$ cat src/rtl/freq_pkg.sv
// rtl/freq_pkg.sv - shared FSM states and 7-segment patterns for freq_counter_bcd
package freq_pkg;

  typedef enum logic [1:0] {
    CLEAR = 2'd0,
    COUNT = 2'd1,
    LATCH = 2'd2
  } state_e;

  // Segment order {g,f,e,d,c,b,a}, active high
  localparam logic [6:0] SEG_0   = 7'h3F;
  localparam logic [6:0] SEG_1   = 7'h06;
  localparam logic [6:0] SEG_2   = 7'h5B;
  localparam logic [6:0] SEG_3   = 7'h4F;
  localparam logic [6:0] SEG_4   = 7'h66;
  localparam logic [6:0] SEG_5   = 7'h6D;
  localparam logic [6:0] SEG_6   = 7'h7D;
  localparam logic [6:0] SEG_7   = 7'h07;
  localparam logic [6:0] SEG_8   = 7'h7F;
  localparam logic [6:0] SEG_9   = 7'h6F;
  localparam logic [6:0] SEG_OFF = 7'h00;

endpackage

$ cat src/rtl/seg7_decode.sv
// rtl/seg7_decode.sv - combinational BCD digit to 7-segment pattern
module seg7_decode
  import freq_pkg::*;
(
  input  logic [3:0] bcd_i,
  output logic [6:0] seg_o
);

  always_comb begin
    case (bcd_i)
      4'd0:    seg_o = SEG_0;
      4'd1:    seg_o = SEG_1;
      4'd2:    seg_o = SEG_2;
      4'd3:    seg_o = SEG_3;
      4'd4:    seg_o = SEG_4;
      4'd5:    seg_o = SEG_5;
      4'd6:    seg_o = SEG_6;
      4'd7:    seg_o = SEG_7;
      4'd8:    seg_o = SEG_8;
      4'd9:    seg_o = SEG_9;
      default: seg_o = SEG_OFF;
    endcase
  end

endmodule

$ cat src/rtl/freq_counter_bcd.sv
// rtl/freq_counter_bcd.sv - gated BCD frequency counter with multiplexed 7-segment output
module freq_counter_bcd
  import freq_pkg::*;
#(
  parameter int                    DIGITS       = 4,
  parameter int                    PERIOD_W     = 16,
  parameter logic [PERIOD_W-1:0]   RESET_PERIOD = PERIOD_W'(1000),
  parameter int                    SYNC_STAGES  = 2,
  parameter int                    MUX_DIV      = 1024
) (
  input  logic                clk_i,
  input  logic                reset_i,
  input  logic                signal_i,
  input  logic [PERIOD_W-1:0] period_i,
  input  logic                period_load_i,
  output logic [6:0]          segments_o,
  output logic [DIGITS-1:0]   digit_en_o,
  output logic                overflow_o,
  output logic                result_valid_o,
  output logic [1:0]          dbg_state_o
);

  localparam int MUX_W = (MUX_DIV > 1) ? $clog2(MUX_DIV) : 1;

  logic [SYNC_STAGES-1:0]  sync_q;
  logic                    sync_d_q;
  logic                    edge_pulse;
  logic [PERIOD_W-1:0]     period_q;
  logic [PERIOD_W-1:0]     gate_q;
  logic [PERIOD_W-1:0]     gate_start;
  state_e                  state_q;
  logic [DIGITS-1:0][3:0]  bcd_q;
  logic [DIGITS-1:0][3:0]  bcd_inc;
  logic [DIGITS-1:0][3:0]  result_q;
  logic [DIGITS:0]         carry;
  logic                    ovf_flag_q;
  logic                    overflow_q;
  logic                    result_valid_q;
  logic [MUX_W-1:0]        mux_cnt_q;
  logic                    mux_wrap;
  logic [DIGITS-1:0]       digit_en_q;
  logic [DIGITS-1:0]       digit_en_d;
  logic [3:0]              digit_sel;
  logic [6:0]              seg_d;
  logic [6:0]              segments_q;

  always_ff @(posedge clk_i or posedge reset_i) begin
    if (reset_i) begin
      sync_q   <= '0;
      sync_d_q <= 1'b0;
    end else begin
      sync_q   <= {sync_q[SYNC_STAGES-2:0], signal_i};
      sync_d_q <= sync_q[SYNC_STAGES-1];
    end
  end

  assign edge_pulse = sync_q[SYNC_STAGES-1] & ~sync_d_q;

  always_ff @(posedge clk_i or posedge reset_i) begin
    if (reset_i)            period_q <= RESET_PERIOD;
    else if (period_load_i) period_q <= period_i;
  end

  // A zero period still yields a one-cycle window
  assign gate_start = (period_q == '0) ? '0 : period_q - PERIOD_W'(1);

  // carry[DIGITS] doubles as the all-nines detect for saturation
  assign carry[0] = 1'b1;
  for (genvar i = 0; i < DIGITS; i++) begin : g_digit
    assign bcd_inc[i]   = carry[i] ? ((bcd_q[i] == 4'd9) ? 4'd0 : bcd_q[i] + 4'd1) : bcd_q[i];
    assign carry[i+1]   = carry[i] & (bcd_q[i] == 4'd9);
  end

  always_ff @(posedge clk_i or posedge reset_i) begin
    if (reset_i) begin
      state_q        <= CLEAR;
      gate_q         <= '0;
      bcd_q          <= '0;
      ovf_flag_q     <= 1'b0;
      result_q       <= '0;
      overflow_q     <= 1'b0;
      result_valid_q <= 1'b0;
    end else begin
      result_valid_q <= 1'b0;
      case (state_q)
        CLEAR: begin
          bcd_q      <= '0;
          ovf_flag_q <= 1'b0;
          gate_q     <= gate_start;
          state_q    <= COUNT;
        end
        COUNT: begin
          if (edge_pulse) begin
            if (carry[DIGITS]) ovf_flag_q <= 1'b1;
            else               bcd_q      <= bcd_inc;
          end
          gate_q <= gate_q - PERIOD_W'(1);
          if (gate_q == '0) state_q <= LATCH;
        end
        LATCH: begin
          result_q       <= bcd_q;
          overflow_q     <= ovf_flag_q;
          result_valid_q <= 1'b1;
          state_q        <= CLEAR;
        end
        default: state_q <= CLEAR;
      endcase
    end
  end

  assign mux_wrap   = (mux_cnt_q == MUX_W'(MUX_DIV - 1));
  assign digit_en_d = mux_wrap ? ((digit_en_q << 1) | (digit_en_q >> (DIGITS - 1))) : digit_en_q;

  // Decode against the next enable so segments and digit_en change together
  always_comb begin
    digit_sel = '0;
    for (int i = 0; i < DIGITS; i++) begin
      if (digit_en_d[i]) digit_sel = digit_sel | result_q[i];
    end
  end

  seg7_decode u_seg7_decode (
    .bcd_i (digit_sel),
    .seg_o (seg_d)
  );

  always_ff @(posedge clk_i or posedge reset_i) begin
    if (reset_i) begin
      mux_cnt_q  <= '0;
      digit_en_q <= DIGITS'(1);
      segments_q <= SEG_0;
    end else begin
      mux_cnt_q  <= mux_wrap ? '0 : mux_cnt_q + MUX_W'(1);
      digit_en_q <= digit_en_d;
      segments_q <= seg_d;
    end
  end

  assign segments_o     = segments_q;
  assign digit_en_o     = digit_en_q;
  assign overflow_o     = overflow_q;
  assign result_valid_o = result_valid_q;
  assign dbg_state_o    = state_q;

endmodule

$ cat config.mk
export PLATFORM = sky130hd
export DESIGN_NAME = freq_counter_bcd
export DESIGN_NICKNAME = d
export VERILOG_FILES = /design/src/rtl/freq_pkg.sv /design/src/rtl/seg7_decode.sv /design/src/rtl/freq_counter_bcd.sv
export SDC_FILE = /design/constraint.sdc
export NUM_CORES = 1
export LEC_CHECK = 0
export CORE_ASPECT_RATIO = 0.8
export CORE_MARGIN = 2
export CORE_UTILIZATION = 56
export CTS_CLUSTER_SIZE = 8
export DETAILED_ROUTE_END_ITERATION = 8
export GPL_TIMING_DRIVEN = 0
export PLACE_DENSITY = 0.8
export SYNTH_ARGS = -nofsm -noshare
export SYNTH_HDL_FRONTEND = slang
export SYNTH_SLANG_ARGS = --single-unit
$ cat constraint.sdc
create_clock -name clk_i -period 4.1 [get_ports clk_i]
set_input_delay 0.41 -clock clk_i [delete_from_list [all_inputs] [get_ports clk_i]]
set_output_delay 0.41 -clock clk_i [all_outputs]
set_load 0.02 [all_outputs]
==> results.cfg <==
[critical_path]
critical_path.reg2reg.startpoint = mux_cnt_q[0]
setup.worst_path.end_class = flip-flop
r2r.worst_path.cells = 10
worstPathArrival_ps = 2840
regToRegSetupSlack_ps = 1570
worst-path-max-fanout = 10
r2r-end = segments_o[5]
timing.setup.critical_path_class = flip-flop to flip-flop
cp-start-kind = flip-flop
worst_ep_required_time_ps = 4410

[global_routing]
grt_pass1_vias = 3628
grtUsageTotal_pct = 24.5
grt.overflow.total = 0
grt_pass1_wl_um = 18200
grt_antenna_before_repair = 0
grt_start_max_net_pins = 75

[logic_synthesis]
yosysWarnings = 0
synth_ff_type = sky130_fd_sc_hd__dfrtp_1
ys_top_cells_by_area = sky130_fd_sc_hd__dfrtp_1 (40%), sky130_fd_sc_hd__mux2_2 (7.7%), sky130_fd_sc_hd__dfstp_2 (6.9%)
post_synthesis_net_count = 508
number_of_storage_elements_in_the_synthesis_netlist = 93
postSynthAreaPerCell_um2 = 10.6
syn-instance-count = 471
synth_cell_types = 64
netlist.top_cell.by_area = sky130_fd_sc_hd__dfrtp_1
synthArstFlopShare_pct = 100
synth_edf_count = 0
netlist_area_pre_place_mm2 = 0.00498
synth_top_area_share_pct = 40.2
ys_seq_area_share_pct = 47.1

[clock_tree]
clk_pin_slew_worst_paths_ps = 100
tritoncts.num_buffers = 9
cts_tree = yes
cts-root-buf = sky130_fd_sc_hd__clkbuf_8
max-clock-path-buffers = 2
cts_setup_buffers = 0
cts.sinks = 93
clock_tree.htree_level_count = 3
worst_skew_pair.late_latency_ps = 380
cts-hold-fix-buffers = 0
ctsResizeCount = 0

[final_layout]
leading_cell_type_in_the_layout_fill_and_taps_excluded = sky130_fd_sc_hd__dfrtp_1
nFillCells = 678
flow.area_growth_from_synthesis_pct = 14.6
nNetsFinal = 553
diodes = 0
layout.cells.most_common_list = sky130_fd_sc_hd__dfrtp_1 (80), sky130_fd_sc_hd__nand2_1 (53), sky130_fd_sc_hd__mux2_2 (34), sky130_fd_sc_hd__clkdlybuf4s50_1 (33), sky130_fd_sc_hd__nor2_1 (30)
drive_gt1_share_pct = 17.3

[sta]
setup_viol_count_final = 0
min_period_over_period_pct = 61.6
clock_skew_ps = 15.2
tightest_slew_ps = 661
drv_slew = 0
final_period_minus_worst_setup_slack_ps = 2530
totalNegativeSetupSlack_ps = 0
final_setup_slack_of_the_worst_path_ps = 1570
report.final.hold_viol_count = 0
rsz_0062_raised_after_global_routing = no
fmax_mhz = 396
remaining_max_slew_budget_at_the_tightest_pin_pct = 56.0

[die]
ioPinCount = 35
core_area_mm2 = 0.00856
placementRows = 30
die_height_um = 88.3
floorplan.die.width_um = 109
starting_density_of_the_core_pct = 58.2
die_area_mm2 = 0.00966

[detailed_routing]
viasPerCell = 6.09
firstDrtPassIters = 5
detail_route.drc_violations = 0
antenna_violating_nets_post_route = 0
via_count = 3852
wire_length_per_cell_um = 17.1
drt_iter0_drc = 295
wl_um = 10900

[power_and_ir_drop]
p_leak_nw = 2.47
power_per_standard_cell_area_mw_per_mm2 = 415
max-vdd-ir-drop_mv = 0.277

[placed_design]
gp_routability_congestion = 0.873
preCtsSetupSlack_ps = 1610
place.port_buffers = 33
hpwl_um = 7960

[min_path]
hold_path.class = primary input to async pin

[status]
run_status = complete, no violations

[flow_run]
max_cap_violations = 0
-- synthesized netlist by cell type, types with 2 or more instances --
library cell               instances
sky130_fd_sc_hd__a211o_1           2
sky130_fd_sc_hd__a21o_1            6
sky130_fd_sc_hd__a21oi_1          11
sky130_fd_sc_hd__a221oi_1          2
sky130_fd_sc_hd__a221oi_2          3
sky130_fd_sc_hd__a22o_1            5
sky130_fd_sc_hd__a22oi_1           9
sky130_fd_sc_hd__a31oi_1           4
sky130_fd_sc_hd__and2_1            4
sky130_fd_sc_hd__and3_1            3
sky130_fd_sc_hd__and3b_1           4
sky130_fd_sc_hd__and4_1            3
sky130_fd_sc_hd__buf_2             6
sky130_fd_sc_hd__clkbuf_1         13
sky130_fd_sc_hd__dfrtp_1          80
sky130_fd_sc_hd__dfstp_2          13
sky130_fd_sc_hd__ha_1             17
sky130_fd_sc_hd__inv_1            16
sky130_fd_sc_hd__mux2_2           34
sky130_fd_sc_hd__mux2i_1          10
sky130_fd_sc_hd__nand2_1          53
sky130_fd_sc_hd__nand2b_1          3
sky130_fd_sc_hd__nand3_1          19
sky130_fd_sc_hd__nand3b_1          3
sky130_fd_sc_hd__nand4_1           6
sky130_fd_sc_hd__nor2_1           30
sky130_fd_sc_hd__nor2b_1           3
sky130_fd_sc_hd__nor3_1            8
sky130_fd_sc_hd__nor3_2            2
sky130_fd_sc_hd__nor4_1            6
sky130_fd_sc_hd__nor4_2            2
sky130_fd_sc_hd__o211ai_1          6
sky130_fd_sc_hd__o21ai_0          14
sky130_fd_sc_hd__o21ai_1           3
sky130_fd_sc_hd__o221ai_1          8
sky130_fd_sc_hd__o31ai_1           6
sky130_fd_sc_hd__o41ai_1           5
sky130_fd_sc_hd__or2_1             2
sky130_fd_sc_hd__or4_1             5
sky130_fd_sc_hd__xnor2_1          11
sky130_fd_sc_hd__xor2_1            8
-- cell type report --
| cell class | count | area [µm²] | area share, % |
|---|---|---|---|
| Buffer | 21 | 103 | 1.80 |
| Timing Repair Buffer | 34 | 358 | 6.28 |
| Clock inverter | 6 | 86.3 | 1.51 |
| Sequential cell | 93 | 2340 | 41.1 |
| Inverter | 16 | 62.6 | 1.10 |
| Multi-Input combinational cell | 341 | 2470 | 43.3 |
| Tap cell | 112 | 140 | 2.46 |
| Clock buffer | 10 | 138 | 2.41 |
-- through the flow --
stage          instances  instance area [µm²]  util, %  power [mW]  hold WS [ps]
6_report             633                 5700     66.6        2.36           332
4_1_cts              633                 5700     66.6        2.37           321
3_5_place_dp         617                 5480     64.0        1.69           335
5_1_grt              633                 5700     66.6        2.50           341
2_1_floorplan        471                 4980        -        1.55           331
3_3_place_gp         616                 5450     63.7        1.65           335
-- state kept, by name, indices dropped and copies added, names as in the netlist, 2 cells and up --
signal and count:
sync_q 2, gate_q 16, segments_o 7, result_q 16
dbg_state_o 2, digit_en_o 4, bcd_q 16, mux_cnt_q 10
period_q 16
-- routing by layer --
layer  routed length [µm]  vias up  track usage (%)
met5                    0        -                0
met4                  137        0             8.63
met3                  663       16             7.73
met2                 4940      113             35.8
met1                 5120     1911             34.8
li1                     -     1812                -
-- how the worst max path moves through the flow --
| stage | from | end | depth (start not counted) |
|---|---|---|---|
| 2_1_floorplan | reset_i | bcd_q[0] | 1 |
| 3_3_place_gp | reset_i | bcd_q[1] | 2 |
| 3_5_place_dp | mux_cnt_q[0] | segments_o[5] | 10 |
| 4_1_cts | mux_cnt_q[0] | segments_o[5] | 10 |
| 5_1_grt | mux_cnt_q[0] | segments_o[5] | 10 |
| 6_report | mux_cnt_q[0] | segments_o[5] | 10 |
-- cell families after synthesis --
kind of cell,after synthesis,share of synthesized area [%]
buf+inv,37,3.27
simple gates,166,17.9
flops,93,47.1
xor+xnor,19,3.34
fa+ha+maj,17,4.27
mux,44,9.70
compound gates,95,14.4
-- power breakdown --
group	total (mW)	internal (mW)	switching [mW]
registers	1.22	1.05	0.173
logic	0.457	0.232	0.226
clock network	0.686	0.359	0.328
-- worst max-delay path: stages, from the launching register on --
cell	delay [ps]
sky130_fd_sc_hd__dfrtp_1	410
sky130_fd_sc_hd__ha_1	240
sky130_fd_sc_hd__and3_1	250
sky130_fd_sc_hd__nand4_2	160
sky130_fd_sc_hd__buf_2	230
sky130_fd_sc_hd__nor2_1	70
sky130_fd_sc_hd__a31oi_1	310
sky130_fd_sc_hd__inv_1	170
sky130_fd_sc_hd__ha_1	250
sky130_fd_sc_hd__nand2b_1	140
sky130_fd_sc_hd__a31o_1	220
(Power assumes the default switching activity.)
